File: src/rtl/tdm_demux_pkg.sv
// ============================================================================
// Module      : tdm_demux_pkg
// Description : Shared definitions for the TDM receive demultiplexer.
//               Provides the framer state encoding, default geometry, and a
//               helper that locates channel k inside a packed frame vector.
// Revision    : 1.0 - initial release
// ============================================================================
`default_nettype none

package tdm_demux_pkg;

    localparam int DEF_NCH = 4;
    localparam int DEF_W   = 8;

    // HUNT: waiting for a channel-0 (frame_sync) sample.
    // COLLECT: assembling channels 1..NCH-1 of the current frame.
    typedef enum logic {
        HUNT    = 1'b0,
        COLLECT = 1'b1
    } tdm_state_t;

    // LSB position of channel k in a frame vector of w-bit samples.
    function automatic int ch_lsb(input int k, input int w);
        return k * w;
    endfunction

endpackage

`default_nettype wire

File: src/rtl/tdm_frame_counter.sv
// ============================================================================
// Module      : tdm_frame_counter
// Description : Channel index counter for the TDM demultiplexer.
//               Priority: clr > load1 > inc. The index wraps naturally
//               because NCH is a power of two.
// Ports       : clk   - rising-edge clock
//               rst_n - synchronous active-low reset (idx -> 0)
//               inc   - advance to the next channel
//               load1 - channel 0 was just stored; next slot is channel 1
//               clr   - return to channel 0
//               idx   - channel slot the next valid sample belongs to
//               last  - idx points at the final channel of the frame
// Revision    : 1.0 - initial release
// ============================================================================
`default_nettype none

module tdm_frame_counter
    import tdm_demux_pkg::*;
#(
    parameter  int NCH = DEF_NCH,
    localparam int CW  = $clog2(NCH)
) (
    input  logic          clk,
    input  logic          rst_n,
    input  logic          inc,
    input  logic          load1,
    input  logic          clr,
    output logic [CW-1:0] idx,
    output logic          last
);

    always_ff @(posedge clk) begin
        if (!rst_n) begin
            idx <= '0;
        end else if (clr) begin
            idx <= '0;
        end else if (load1) begin
            idx <= CW'(1);
        end else if (inc) begin
            idx <= idx + 1'b1;
        end
    end

    assign last = (idx == CW'(NCH - 1));

endmodule

`default_nettype wire

File: src/rtl/tdm_demux.sv
// ============================================================================
// Module      : tdm_demux
// Description : Receive side of a TDM link. Deserializes NCH W-bit samples
//               per frame (channel 0 marked by frame_sync) into a parallel,
//               registered frame with a one-cycle frame_valid strobe.
//               Framing violations pulse sync_err and latch err_sticky.
// Ports       : clk         - rising-edge clock
//               rst_n       - synchronous active-low reset
//               din         - multiplexed sample
//               din_valid   - din carries a sample this cycle
//               frame_sync  - with din_valid, marks the channel-0 sample
//               dout        - last complete frame, channel k at [k*W +: W]
//               frame_valid - one-cycle pulse when dout takes a new frame
//               sync_err    - one-cycle pulse on a framing violation
//               err_sticky  - set by any sync_err, cleared only by reset
//               chsel/dsel  - (TDM_DEMUX_CHSEL_EN only) channel-select view
//                             of dout, combinational from the registers
// Build macro : TDM_DEMUX_CHSEL_EN adds chsel/dsel.
// Revision    : 1.0 - initial release
// ============================================================================
`default_nettype none

module tdm_demux
    import tdm_demux_pkg::*;
#(
    parameter  int NCH = DEF_NCH,
    parameter  int W   = DEF_W,
    localparam int CW  = $clog2(NCH)
) (
    input  logic             clk,
    input  logic             rst_n,
    input  logic [W-1:0]     din,
    input  logic             din_valid,
    input  logic             frame_sync,
`ifdef TDM_DEMUX_CHSEL_EN
    input  logic [CW-1:0]    chsel,
    output logic [W-1:0]     dsel,
`endif
    output logic [NCH*W-1:0] dout,
    output logic             frame_valid,
    output logic             sync_err,
    output logic             err_sticky
);

    tdm_state_t   state;
    logic [W-1:0] shadow [NCH-1];
    logic [CW-1:0] idx;
    logic          last;

    logic          early_sync;
    logic          missing_sync;
    logic          cnt_inc;
    logic          cnt_load1;
    logic          cnt_clr;
    logic [NCH*W-1:0] frame_next;

    // A sync in the middle of a frame restarts it; a non-sync sample where
    // channel 0 is expected means framing was lost.
    assign early_sync   = din_valid && (state == COLLECT) && frame_sync && (idx != '0);
    assign missing_sync = din_valid && (state == COLLECT) && !frame_sync && (idx == '0);

    // Every accepted sync sample leaves the next slot at channel 1,
    // whether it starts, restarts, or continues framing.
    assign cnt_load1 = din_valid && frame_sync;
    assign cnt_clr   = missing_sync;
    assign cnt_inc   = din_valid && !frame_sync && (state == COLLECT) && (idx != '0);

    tdm_frame_counter #(
        .NCH   (NCH)
    ) u_frame_counter (
        .clk   (clk),
        .rst_n (rst_n),
        .inc   (cnt_inc),
        .load1 (cnt_load1),
        .clr   (cnt_clr),
        .idx   (idx),
        .last  (last)
    );

    // The final channel goes straight from din into dout, so the shadow
    // only needs to hold the first NCH-1 samples.
    for (genvar k = 0; k < NCH - 1; k++) begin : g_frame
        assign frame_next[ch_lsb(k, W) +: W] = shadow[k];
    end
    assign frame_next[ch_lsb(NCH - 1, W) +: W] = din;

    always_ff @(posedge clk) begin
        if (!rst_n) begin
            state       <= HUNT;
            dout        <= '0;
            frame_valid <= 1'b0;
            sync_err    <= 1'b0;
            err_sticky  <= 1'b0;
            for (int k = 0; k < NCH - 1; k++) begin
                shadow[k] <= '0;
            end
        end else begin
            frame_valid <= 1'b0;
            sync_err    <= 1'b0;
            if (din_valid) begin
                case (state)
                    HUNT: begin
                        if (frame_sync) begin
                            shadow[0] <= din;
                            state     <= COLLECT;
                        end
                    end
                    COLLECT: begin
                        if (early_sync) begin
                            sync_err   <= 1'b1;
                            err_sticky <= 1'b1;
                            shadow[0]  <= din;
                        end else if (missing_sync) begin
                            sync_err   <= 1'b1;
                            err_sticky <= 1'b1;
                            state      <= HUNT;
                        end else if (last) begin
                            dout        <= frame_next;
                            frame_valid <= 1'b1;
                        end else begin
                            shadow[idx] <= din;
                        end
                    end
                    default: state <= HUNT;
                endcase
            end
        end
    end

`ifdef TDM_DEMUX_CHSEL_EN
    assign dsel = dout[32'(chsel) * W +: W];
`endif

endmodule

`default_nettype wire

File: config.mk
export PLATFORM = sky130hd
export DESIGN_NAME = tdm_demux
export DESIGN_NICKNAME = d
export VERILOG_FILES = /design/src/rtl/tdm_demux_pkg.sv /design/src/rtl/tdm_frame_counter.sv /design/src/rtl/tdm_demux.sv
export SDC_FILE = /design/constraint.sdc
export NUM_CORES = 1
export LEC_CHECK = 0
export ABC_AREA = 1
export CAP_MARGIN = 20
export CORE_MARGIN = 5
export CORE_UTILIZATION = 30
export DETAILED_ROUTE_END_ITERATION = 16
export PLACE_DENSITY = 0.49
export SLEW_MARGIN = 10
export SYNTH_ARGS = -nofsm -noshare
export SYNTH_HDL_FRONTEND = slang
export SYNTH_SLANG_ARGS = --single-unit
export TNS_END_PERCENT = 50
File: constraint.sdc
create_clock -name clk -period 2.4 [get_ports clk]
set_input_delay 0.24 -clock clk [delete_from_list [all_inputs] [get_ports clk]]
set_output_delay 0.24 -clock clk [all_outputs]
set_load 0.02 [all_outputs]
Word-level counts from Yosys, hierarchy flattened --
Memory sizes are Yosys's and may differ from the RTL's. A register that Yosys moved wholly into a read port is not among the register bits. Index checks and enable logic that the tools add are counted.
Cells by class: add/sub/neg operators 1, equal/unequal tests 1, mux-type cells 33, bitwise operators 7, reduce and logical (&&, ||, !) cells 24
Operators with widths (number):
- $mux W1 | 28
- $mux W8 | 3
- $logic_and A1 B1 Y1 | 9
- $reduce_or A8 Y1 | 1
- $reduce_and A3 Y1 | 2
- $reduce_bool A2 Y1 | 3
- $not A1 Y1 | 5
- $reduce_and A5 Y1 | 1
- $reduce_or A5 Y1 | 1
- $logic_not A1 Y1 | 4
- $reduce_or A3 Y1 | 1
- $add A2 B1 Y2 const B | 1
- $eq A2 B2 Y1 const B | 1
- $logic_not A2 Y1 | 1
- $mux W2 | 1
- $or A1 B1 Y1 | 2
- $pmux W1 S2 | 1
- $reduce_or A2 Y1 | 1
Storage, ports and cells: register bits 38, memory bits (writable) 24, output and inout port bits 35, memories 1
Memory list:
- shadow | depth 3, width 8, read ports 3, clocked after Yosys merged registers in 3, wr ports 3, line tdm_demux.sv:46 | logic [W-1:0] shadow [NCH-1];

Logic depth before layout (Yosys ltp) --
Gate-level depths: netlist (run 1).
word-level depth 11, gate-level depth with buffers 10, gate-level depth less buffers 9

By module --
Synthesis (run 1) repeated with hierarchy kept, for this count alone.
Second synthesis, totals: cell total of the unflattened synthesis 377, area, all modules 2927.8 sq um
By module, submodules not included:
- tdm_demux | times used 1, cells an instance 360, area an instance 2813.9 sq um
- tdm_frame_counter | times used 1, cells an instance 17, area an instance 113.9 sq um

Worst setup path after synthesis (run 1) --
Ideal clock, no wire load.
kind register to register, from reg u_frame_counter.idx[0], to mem shadow[0][0] (netlist bit), enable pin, arrival 1.548 ns, data required time 2.102 ns, slack 0.554 ns, cell stages (with the launch flop) 9, cell sequence dfxtp_1 -> inv_1 -> ha_1 -> nand4_1 -> nand2_4 -> nor2_1 -> o21ai_0 -> nand2_2 -> nand2_1
RTL lines:
- from (decl) | line tdm_frame_counter.sv:28 | output logic [CW-1:0] idx,
- from (signal assigned) | line tdm_frame_counter.sv:40 | idx <= idx + 1'b1;
- to (decl) | line tdm_demux.sv:46

==> results.sh, run 1 <==
export IMPL_htree_levels=3
export IMPL_coreArea_mm2=0.00777
export IMPL_place_inst=393
export IMPL_powerDensity_mw_per_mm2=642
export IMPL_vias_per_cell=4.53
export IMPL_antenna_found_initial=0
export IMPL_cts_root_buf="clkbuf_8"
export IMPL_yosysMostFrequentCell="nand2_1"
export IMPL_status="completed"
export IMPL_ys_warnings_count=0
export IMPL_pin_count=47
export IMPL_final_cell_count_no_fill=408
export IMPL_io_buffers=46
export IMPL_cts_tree="done"
export IMPL_avgRoutedWirePerCell_um=13.5
export IMPL_die_y_um=99.5
export IMPL_clk_latency_ns=0.33
export IMPL_skew_ns=0.00812
export IMPL_rows=32
export IMPL_hold_ws_ns=0.458
export IMPL_peakVddDrop_v=0.000247
export IMPL_rsz0062_at_grt="no"
export IMPL_yosysTopAreaCellShare=0.316
export IMPL_syn_avg_cell_area_um2=9.70
export IMPL_die_area_mm2=0.00991
export IMPL_yosysUniqueCellTypes=26
export IMPL_antenna_cells=0
export IMPL_ctsLongestPathBuffers=2
export IMPL_critical_path_max_stage_delay_ns=0.44
export IMPL_timing_rr_start="u_frame_counter.idx[0]"
export IMPL_synth_top_cells_by_area="dfxtp_1, edfxtp_1, a21oi_1"
export IMPL_ant_nets=0
export IMPL_initial_core_util=0.310
export IMPL_max_slew_margin=0.738
export IMPL_grt_pass1_wl_mm=9.43
export IMPL_ctsHoldBuffers=0
export IMPL_ys_seq_area_frac=0.616
export IMPL_postSynthCellCount=248
export IMPL_num_vias=1848
export IMPL_synthFlopType="dfxtp_1"
export IMPL_cts_sinks=62
export IMPL_placed_area_mm2=0.00297
export IMPL_path_class="reg -> reg"
export IMPL_dp_hpwl_mm=3.94
export IMPL_period_share=0.884
export IMPL_cp_startpoint="u_frame_counter.idx[0]"
export IMPL_end_kind="flip-flop"
export IMPL_ys_ff_latch=62
export IMPL_cts_buffers=9
export IMPL_slew_viol_final=0
export IMPL_drive_above_1_share=0.105
export IMPL_hold_class="reg -> reg"
export IMPL_routed_wl_mm=5.53
export IMPL_path_clk_slew_ns=0.07
export IMPL_cap_violations=0
export IMPL_drc_errors=0
export IMPL_arrival_ns=2.14
export IMPL_area_growth_pct=30.6
export IMPL_fmax_ghz=0.471
export IMPL_grt_usage=0.120
export IMPL_cp_max_fo=9
export IMPL_synth_top_area_cell="dfxtp_1"
export IMPL_fin_crit_ns=2.12
export IMPL_async_reset_ff_frac=0
export IMPL_cts_repair_resized=0
export IMPL_worstPathRequired_ns=2.41
export IMPL_nFillCells=808
export IMPL_grt_overflow_total=0
export IMPL_gp_congestion=0.772
export IMPL_setup_tns_ns=0
export IMPL_drtIter0Drc=68
export IMPL_cts_setup_buffers=0
export IMPL_cp_slowest_cell="dfxtp_1"
export IMPL_die_w_um=99.5
export IMPL_critPathLaunchType="flip-flop"
export IMPL_synthTopCellsByCount="nand2_1, dfxtp_1, a21oi_1"
export IMPL_tightest_slew_ns=0.393
export IMPL_final_net_count=316
export IMPL_grt_pass1_vias=1900
export IMPL_cp_cell_sequence="inv_1 -> ha_1 -> nand4_1 -> nand2_4 -> nor2_1 -> o21ai_0 -> nand2_2 -> nand2_1"
export IMPL_synth_fp_nets=262
export IMPL_grt_start_max_net_pins=34
export IMPL_hold_viol=0
export IMPL_setup_viol=0
export IMPL_synth_edff_count=24
export IMPL_fin_area_mm2=0.00314
export IMPL_first_pass_iters=4
export IMPL_leakage_nw=1.15
export IMPL_syn_area_mm2=0.00240
export IMPL_worstHoldStart="dout[23]"
==> metrics by stage <==
stage | utilization | power (mW) | worst slack (ns)
floorplan | - | 1.19 | 0.554
detailed placement | 0.383 | 1.24 | 0.207
global route | 0.404 | 2.11 | 0.0351
finish | 0.404 | 2.02 | 0.279
global placement | 0.383 | 1.24 | 0.303
CTS | 0.404 | 2.04 | 0.269
==> per-layer routing <==
layer  GRT usage  up-vias  share of wire
li1            -      939              -
met3      0.0358       10          0.043
met2       0.197       43           0.49
met4      0.0410        0          0.012
met1       0.151      856           0.46
met5           0        -              0
==> cell usage in the layout, fill, tap and decap left out, drive strengths merged <==
cell type	Yosys	routed
a21oi	33	33
a31oi	1	1
buf	9	9
clkbuf	3	14
clkdlybuf4s50	0	46
clkinv	1	2
dfxtp	38	38
edfxtp	24	24
ha	2	2
inv	18	18
nand2	44	44
nand3	34	34
nand4	3	3
nor2	31	31
nor3	1	1
o211ai	1	1
o21ai	4	4
or2	1	1
==> where the power goes <==
| group | switching, mW | internal [mW] |
|---|---|---|
| registers | 0.0103 | 1.12 |
| logic | 0.0589 | 0.0327 |
| clock network | 0.374 | 0.425 |
==> critical path, delay by kind of cell, from the launching register on <==
| kind | cells | cell delay (ns) |
|---|---|---|
| DFF | 1 | 0.44 |
| AOI/OAI and AO/OA | 1 | 0.15 |
| and+or+nand+nor | 5 | 0.88 |
| adders and majority gates | 1 | 0.24 |
| buffers and inverters | 1 | 0.10 |
==> sequential cells by signal (all words and copies together), names as in the netlist <==
signal / flops
err_sticky: 1
frame_valid: 1
u_frame_counter.idx: 2
dout: 32
state: 1
sync_err: 1
shadow: 24
==> layout make-up <==
class | instances | area (µm²) | area share
well taps | 102 | 128 | 0.0406
clock buffers | 14 | 163 | 0.0518
clock inverters | 1 | 5.00 | 0.00159
inverters | 19 | 73.8 | 0.0235
flip-flops and latches | 62 | 1480 | 0.472
repair buffers | 55 | 528 | 0.168
multi-input cells | 155 | 763 | 0.243
==> worst paths after layout <==
path         slack [ns]  depth (start not counted)            to
max reg2reg        0.28                          8  shadow[0][0]
min reg2reg        0.46                          2      dout[23]
min                0.46                          2      dout[23]
max                0.28                          8  shadow[0][0]
==> kinds of logic after synthesis <==
kind of cell               share of synthesized area
buffers and inverters                         0.0666
DFF                                            0.616
and+or+nand+nor                                0.224
AOI/OAI and AO/OA                             0.0827
adders and majority gates                     0.0104
Note: power is estimated with default switching activity, not from simulation.
==> run 2: changes to the inputs <==
==> constraint.sdc (replaced) <==
create_clock -name clk -period 2.6 [get_ports clk]
set_input_delay 0.26 -clock clk [delete_from_list [all_inputs] [get_ports clk]]
set_output_delay 0.26 -clock clk [all_outputs]
set_load 0.02 [all_outputs]
==> results.sh, run 2 (synthesis results as in run 1) <==
export IMPL_drive_above_1_share=0.0927
export IMPL_num_vias=1822
export IMPL_end_kind="flip-flop"
export IMPL_powerDensity_mw_per_mm2=654
export IMPL_coreArea_mm2=0.00777
export IMPL_die_area_mm2=0.00991
export IMPL_antenna_cells=0
export IMPL_cts_sinks=62
export IMPL_setup_tns_ns=0
export IMPL_fin_crit_ns=2.10
export IMPL_grt_usage=0.116
export IMPL_ant_nets=0
export IMPL_slew_viol_final=0
export IMPL_critPathLaunchType="flip-flop"
export IMPL_setup_viol=0
export IMPL_ctsLongestPathBuffers=2
export IMPL_hold_class="reg -> reg"
export IMPL_path_class="reg -> reg"
export IMPL_final_net_count=311
export IMPL_leakage_nw=1.15
export IMPL_setup_ws_ns=0.502
export IMPL_hold_viol=0
export IMPL_vias_per_cell=4.51
export IMPL_grt_overflow_total=0
export IMPL_tightest_slew_ns=0.363
export IMPL_dp_hpwl_mm=3.82
export IMPL_place_inst=388
export IMPL_initial_core_util=0.310
export IMPL_fmax_ghz=0.477
export IMPL_die_w_um=99.5
export IMPL_cts_setup_buffers=0
export IMPL_drtIter0Drc=104
export IMPL_final_cell_count_no_fill=404
export IMPL_drc_errors=0
export IMPL_io_buffers=46
export IMPL_grt_pass1_wl_mm=8.96
export IMPL_status="completed"
export IMPL_clk_latency_ns=0.34
export IMPL_cts_root_buf="clkbuf_8"
export IMPL_period_share=0.807
export IMPL_peakVddDrop_v=0.000256
export IMPL_arrival_ns=2.11
export IMPL_largest_reg_flops=32
export IMPL_cts_tree="done"
export IMPL_final_cell_mix="clkdlybuf4s50_1, nand2_1, dfxtp_1, a21oi_1, nand3_1"
export IMPL_grt_start_max_net_pins=35
export IMPL_rows=32
export IMPL_largest_register="dout"
export IMPL_pin_count=47
export IMPL_cts_repair_resized=0
export IMPL_layout_commonest_cell="clkdlybuf4s50_1"
export IMPL_rsz0062_at_grt="no"
export IMPL_antenna_found_initial=0
export IMPL_area_growth_pct=31.1
export IMPL_first_pass_iters=4
export IMPL_gp_congestion=0.821
export IMPL_worstPathRequired_ns=2.61
export IMPL_path_clk_slew_ns=0.07
export IMPL_max_slew_margin=0.758
export IMPL_routed_wl_mm=5.46
export IMPL_ctsHoldBuffers=0
export IMPL_nFillCells=813
export IMPL_place_ws_ns=0.388
export IMPL_power_mw=2.06
export IMPL_cp_max_fo=9
export IMPL_die_y_um=99.5
export IMPL_cap_violations=0
export IMPL_cts_buffers=9
export IMPL_avgRoutedWirePerCell_um=13.5
export IMPL_largestRegisters="dout x32, shadow x24, u_frame_counter.idx x2"
export IMPL_skew_ns=0.00498
export IMPL_htree_levels=3
export IMPL_grt_pass1_vias=1764
-- run 2: changes by cell type in the layout (fill, tap and decap cells not counted) --
| cell | previous run | this run |
|---|---|---|
| bufinv_16 | 0 | 2 |
| clkinvlp_4 | 0 | 1 |
| clkinv_2 | 1 | 0 |
| clkbuf_8 | 11 | 10 |
| buf_4 | 9 | 4 |
-- run 2: path summary, 6_finish.rpt --
kind / slack [ns] / to / startpoint / cells after the start
min: 0.46 / dout[11] / dout[11] / 2
max reg2reg: 0.50 / shadow[1][4] / u_frame_counter.idx[0] / 7
max: 0.50 / shadow[1][4] / u_frame_counter.idx[0] / 7
min reg2reg: 0.46 / dout[11] / dout[11] / 2
-- run 2: metal layers --
layer	vias up	track usage	part of all wire
met2	40	0.174	0.46
li1	929	-	-
met3	8	0.0323	0.039
met5	-	0	0
met1	845	0.152	0.48
met4	0	0.0599	0.017
-- run 2: area by class of cell --
cell class | instances | area [µm²] | area share
clock buffers | 13 | 149 | 0.0472
multi-input cells | 155 | 763 | 0.242
inverters | 19 | 73.8 | 0.0234
well taps | 102 | 128 | 0.0405
repair buffers | 50 | 490 | 0.156
flip-flops and latches | 62 | 1480 | 0.470
clock inverters | 3 | 67.6 | 0.0214
-- run 2: worst max-delay path, cell delays in order (launching register included) --
cell     delay [ns]
dfxtp_1        0.43
inv_1          0.10
ha_1           0.24
nand4_1        0.16
nand2_4        0.09
nor2_1         0.20
nand3_2        0.22
nand2_1        0.33
-- run 2: stage by stage --
step / hold slack (ns) / instance area, µm² / util
5_1_grt: 0.483 / 3150 / 0.406
6_report: 0.462 / 3150 / 0.406
3_5_place_dp: 0.455 / 2940 / 0.378
4_1_cts: 0.463 / 3150 / 0.406
3_3_place_gp: 0.450 / 2940 / 0.378
2_1_floorplan: 0.415 / 2400 / -
-- run 2: power breakdown --
part	leakage [nW]	internal, mW	switching (mW)
sequential	0.556	1.03	0.00963
clock	0.104	0.568	0.372
combinational	0.489	0.0290	0.0544
total	1.15	1.63	0.436
==> run 3: changes to the inputs <==
--- a/config.mk
+++ b/config.mk
@@ -10,7 +10,7 @@
 export CORE_MARGIN = 5
 export CORE_UTILIZATION = 30
 export DETAILED_ROUTE_END_ITERATION = 16
-export PLACE_DENSITY = 0.49
+export PLACE_DENSITY = 0.51
 export SLEW_MARGIN = 10
 export SYNTH_ARGS = -nofsm -noshare
 export SYNTH_HDL_FRONTEND = slang
==> constraint.sdc (replaced) <==
create_clock -name clk -period 1.7 [get_ports clk]
set_input_delay 0.17 -clock clk [delete_from_list [all_inputs] [get_ports clk]]
set_output_delay 0.17 -clock clk [all_outputs]
set_load 0.02 [all_outputs]
==> results.sh, run 3 (synthesis results as in run 1) <==
export IMPL_die_area_mm2=0.00991
export IMPL_r2r_setup_slack_ns=0.1
export IMPL_first_pass_iters=4
export IMPL_avgRoutedWirePerCell_um=13.5
export IMPL_grt_overflow_total=0
export IMPL_worstHoldStart="din[4]"
export IMPL_critPathLaunchType="flip-flop"
export IMPL_layout_commonest_cell="clkdlybuf4s50_1"
export IMPL_p_sw_uw=676
export IMPL_r2r_end="shadow[0][0]"
export IMPL_skew_ns=0.00562
export IMPL_final_cell_mix="clkdlybuf4s50_1, nand2_1, dfxtp_1, a21oi_1, nand3_1"
export IMPL_cts_tree="done"
export IMPL_critical_path_max_stage_delay_ns=0.32
export IMPL_utilization=0.430
export IMPL_vias_per_cell=4.46
export IMPL_power_mw=2.84
export IMPL_grt_start_max_net_pins=36
export IMPL_powerDensity_mw_per_mm2=851
export IMPL_pin_count=47
export IMPL_antenna_cells=0
export IMPL_end_kind="flip-flop"
export IMPL_initial_core_util=0.310
export IMPL_leakage_nw=1.24
export IMPL_arrival_ns=1.70
export IMPL_ant_nets=0
export IMPL_comb_power_share=0.057
export IMPL_pwr_share_seq=0.558
export IMPL_cp_cell_sequence="buf_4 -> ha_4 -> inv_2 -> nand4_1 -> nor2_4 -> o21ai_2 -> nand2_2 -> buf_12 -> nor2_1"
export IMPL_setup_viol=0
export IMPL_antenna_found_initial=0
export IMPL_cts_buffers=9
export IMPL_rows=32
export IMPL_final_cell_count_no_fill=423
export IMPL_place_inst=402
export IMPL_cp_max_fo=7
export IMPL_die_y_um=99.5
export IMPL_tightest_slew_ns=0.350
export IMPL_largestRegisters="dout x32, shadow x24, u_frame_counter.idx x2"
export IMPL_gp_congestion=0.852
export IMPL_path_class="reg -> reg"
export IMPL_slew_viol_final=0
export IMPL_cp_slowest_cell="dfxtp_2"
export IMPL_hold_path_end="dout[28]"
export IMPL_routed_wl_mm=5.69
export IMPL_htree_levels=3
export IMPL_setup_tns_ns=0
export IMPL_worstPathRequired_ns=1.79
export IMPL_min_path_cells=3
export IMPL_largest_reg_flops=32
export IMPL_clkPwrFrac=0.385
export IMPL_drc_errors=0
export IMPL_cap_violations=0
export IMPL_area_growth_pct=38.9
export IMPL_fmax_ghz=0.624
export IMPL_max_slew_margin=0.767
export IMPL_clk_latency_ns=0.34
export IMPL_die_w_um=99.5
export IMPL_peakVddDrop_v=0.000358
export IMPL_final_net_count=330
export IMPL_timing_rr_start="u_frame_counter.idx[0]"
export IMPL_grt_pass1_wl_mm=8.60
export IMPL_fin_crit_ns=1.60
export IMPL_power_internal_mw=2.17
export IMPL_grt_pass1_vias=1825
export IMPL_ctsHoldBuffers=0
export IMPL_grt_usage=0.112
export IMPL_io_buffers=46
export IMPL_largest_register="dout"
export IMPL_cts_root_buf="clkbuf_8"
export IMPL_status="completed"
export IMPL_ctsLongestPathBuffers=2
export IMPL_worst_r2r_cell_count=9
export IMPL_drtIter0Drc=55
export IMPL_hold_class="in -> reg"
export IMPL_cts_sinks=62
export IMPL_hold_viol=0
export IMPL_dp_hpwl_mm=3.72
export IMPL_num_vias=1885
export IMPL_period_share=0.943
export IMPL_drive_above_1_share=0.181
export IMPL_path_clk_slew_ns=0.07
export IMPL_netSwitchingFraction=0.238
export IMPL_coreArea_mm2=0.00777
## run 3: repair_timing
item,in CTS,in global routing
cloned,0,1
resized for setup,1,14
endpoints found under the setup margin,8,64
setup buffers,2,2
pin swaps,0,4
## run 3: cell type report
type	instances	area [µm²]
repair buffers	68	663
multi-input cells	156	827
well taps	102	128
inverters	19	76.3
flip-flops and latches	62	1490
clock inverters	4	23.8
clock buffers	12	135
fillers	744	4430
## run 3: critical path: cells and delay by family, from the launching register on
| kind | cells | cell delay, ns |
|---|---|---|
| AO/OA/AOI/OAI | 1 | 0.07 |
| adder cells (fa/ha/maj) | 1 | 0.15 |
| buffers and inverters | 3 | 0.31 |
| flip-flops | 1 | 0.32 |
| AND/OR/NAND/NOR | 4 | 0.50 |
## run 3: metrics by stage
stage          instance area, µm²  worst slack (ns)  hold WS, ns
2_1_floorplan                2420            0.0160        0.325
3_3_place_gp                 3080           -0.0933        0.450
3_5_place_dp                 3080            -0.128        0.454
4_1_cts                      3270            0.0123        0.449
5_1_grt                      3340           -0.0114        0.478
6_report                     3340            0.0977        0.460
## run 3: worst max path at each step
stage	depth (start not counted)	slack (ns)	start	endpoint
3_3_place_gp	7	-0.09	din_valid	shadow[0][6]
3_5_place_dp	7	-0.13	din_valid	shadow[0][6]
6_report	9	0.1	u_frame_counter.idx[0]	shadow[0][0]
2_1_floorplan	7	0.02	u_frame_counter.idx[0]	shadow[1][0]
5_1_grt	9	-0.01	u_frame_counter.idx[1]	dout[8]
4_1_cts	7	0.01	u_frame_counter.idx[0]	shadow[0][0]
## run 3: layer usage
metal  routed length, µm  vias to the layer above  global-route usage
met5                   0                        -                   0
met4                 134                        0              0.0662
met3                 216                       11              0.0302
met2                2550                       37               0.173
met1                2800                      867               0.140
li1                    -                      970                   -
## run 3: power groups by stage
stage / Combinational [mW] / Sequential (mW) / Clock [mW]
final: 0.162 / 1.59 / 1.09
after global routing: 0.178 / 1.59 / 1.17
after detailed placement: 0.148 / 1.62 / 0
after floorplan: 0.0678 / 1.62 / 0
after global placement: 0.148 / 1.62 / 0
after CTS: 0.158 / 1.59 / 1.12
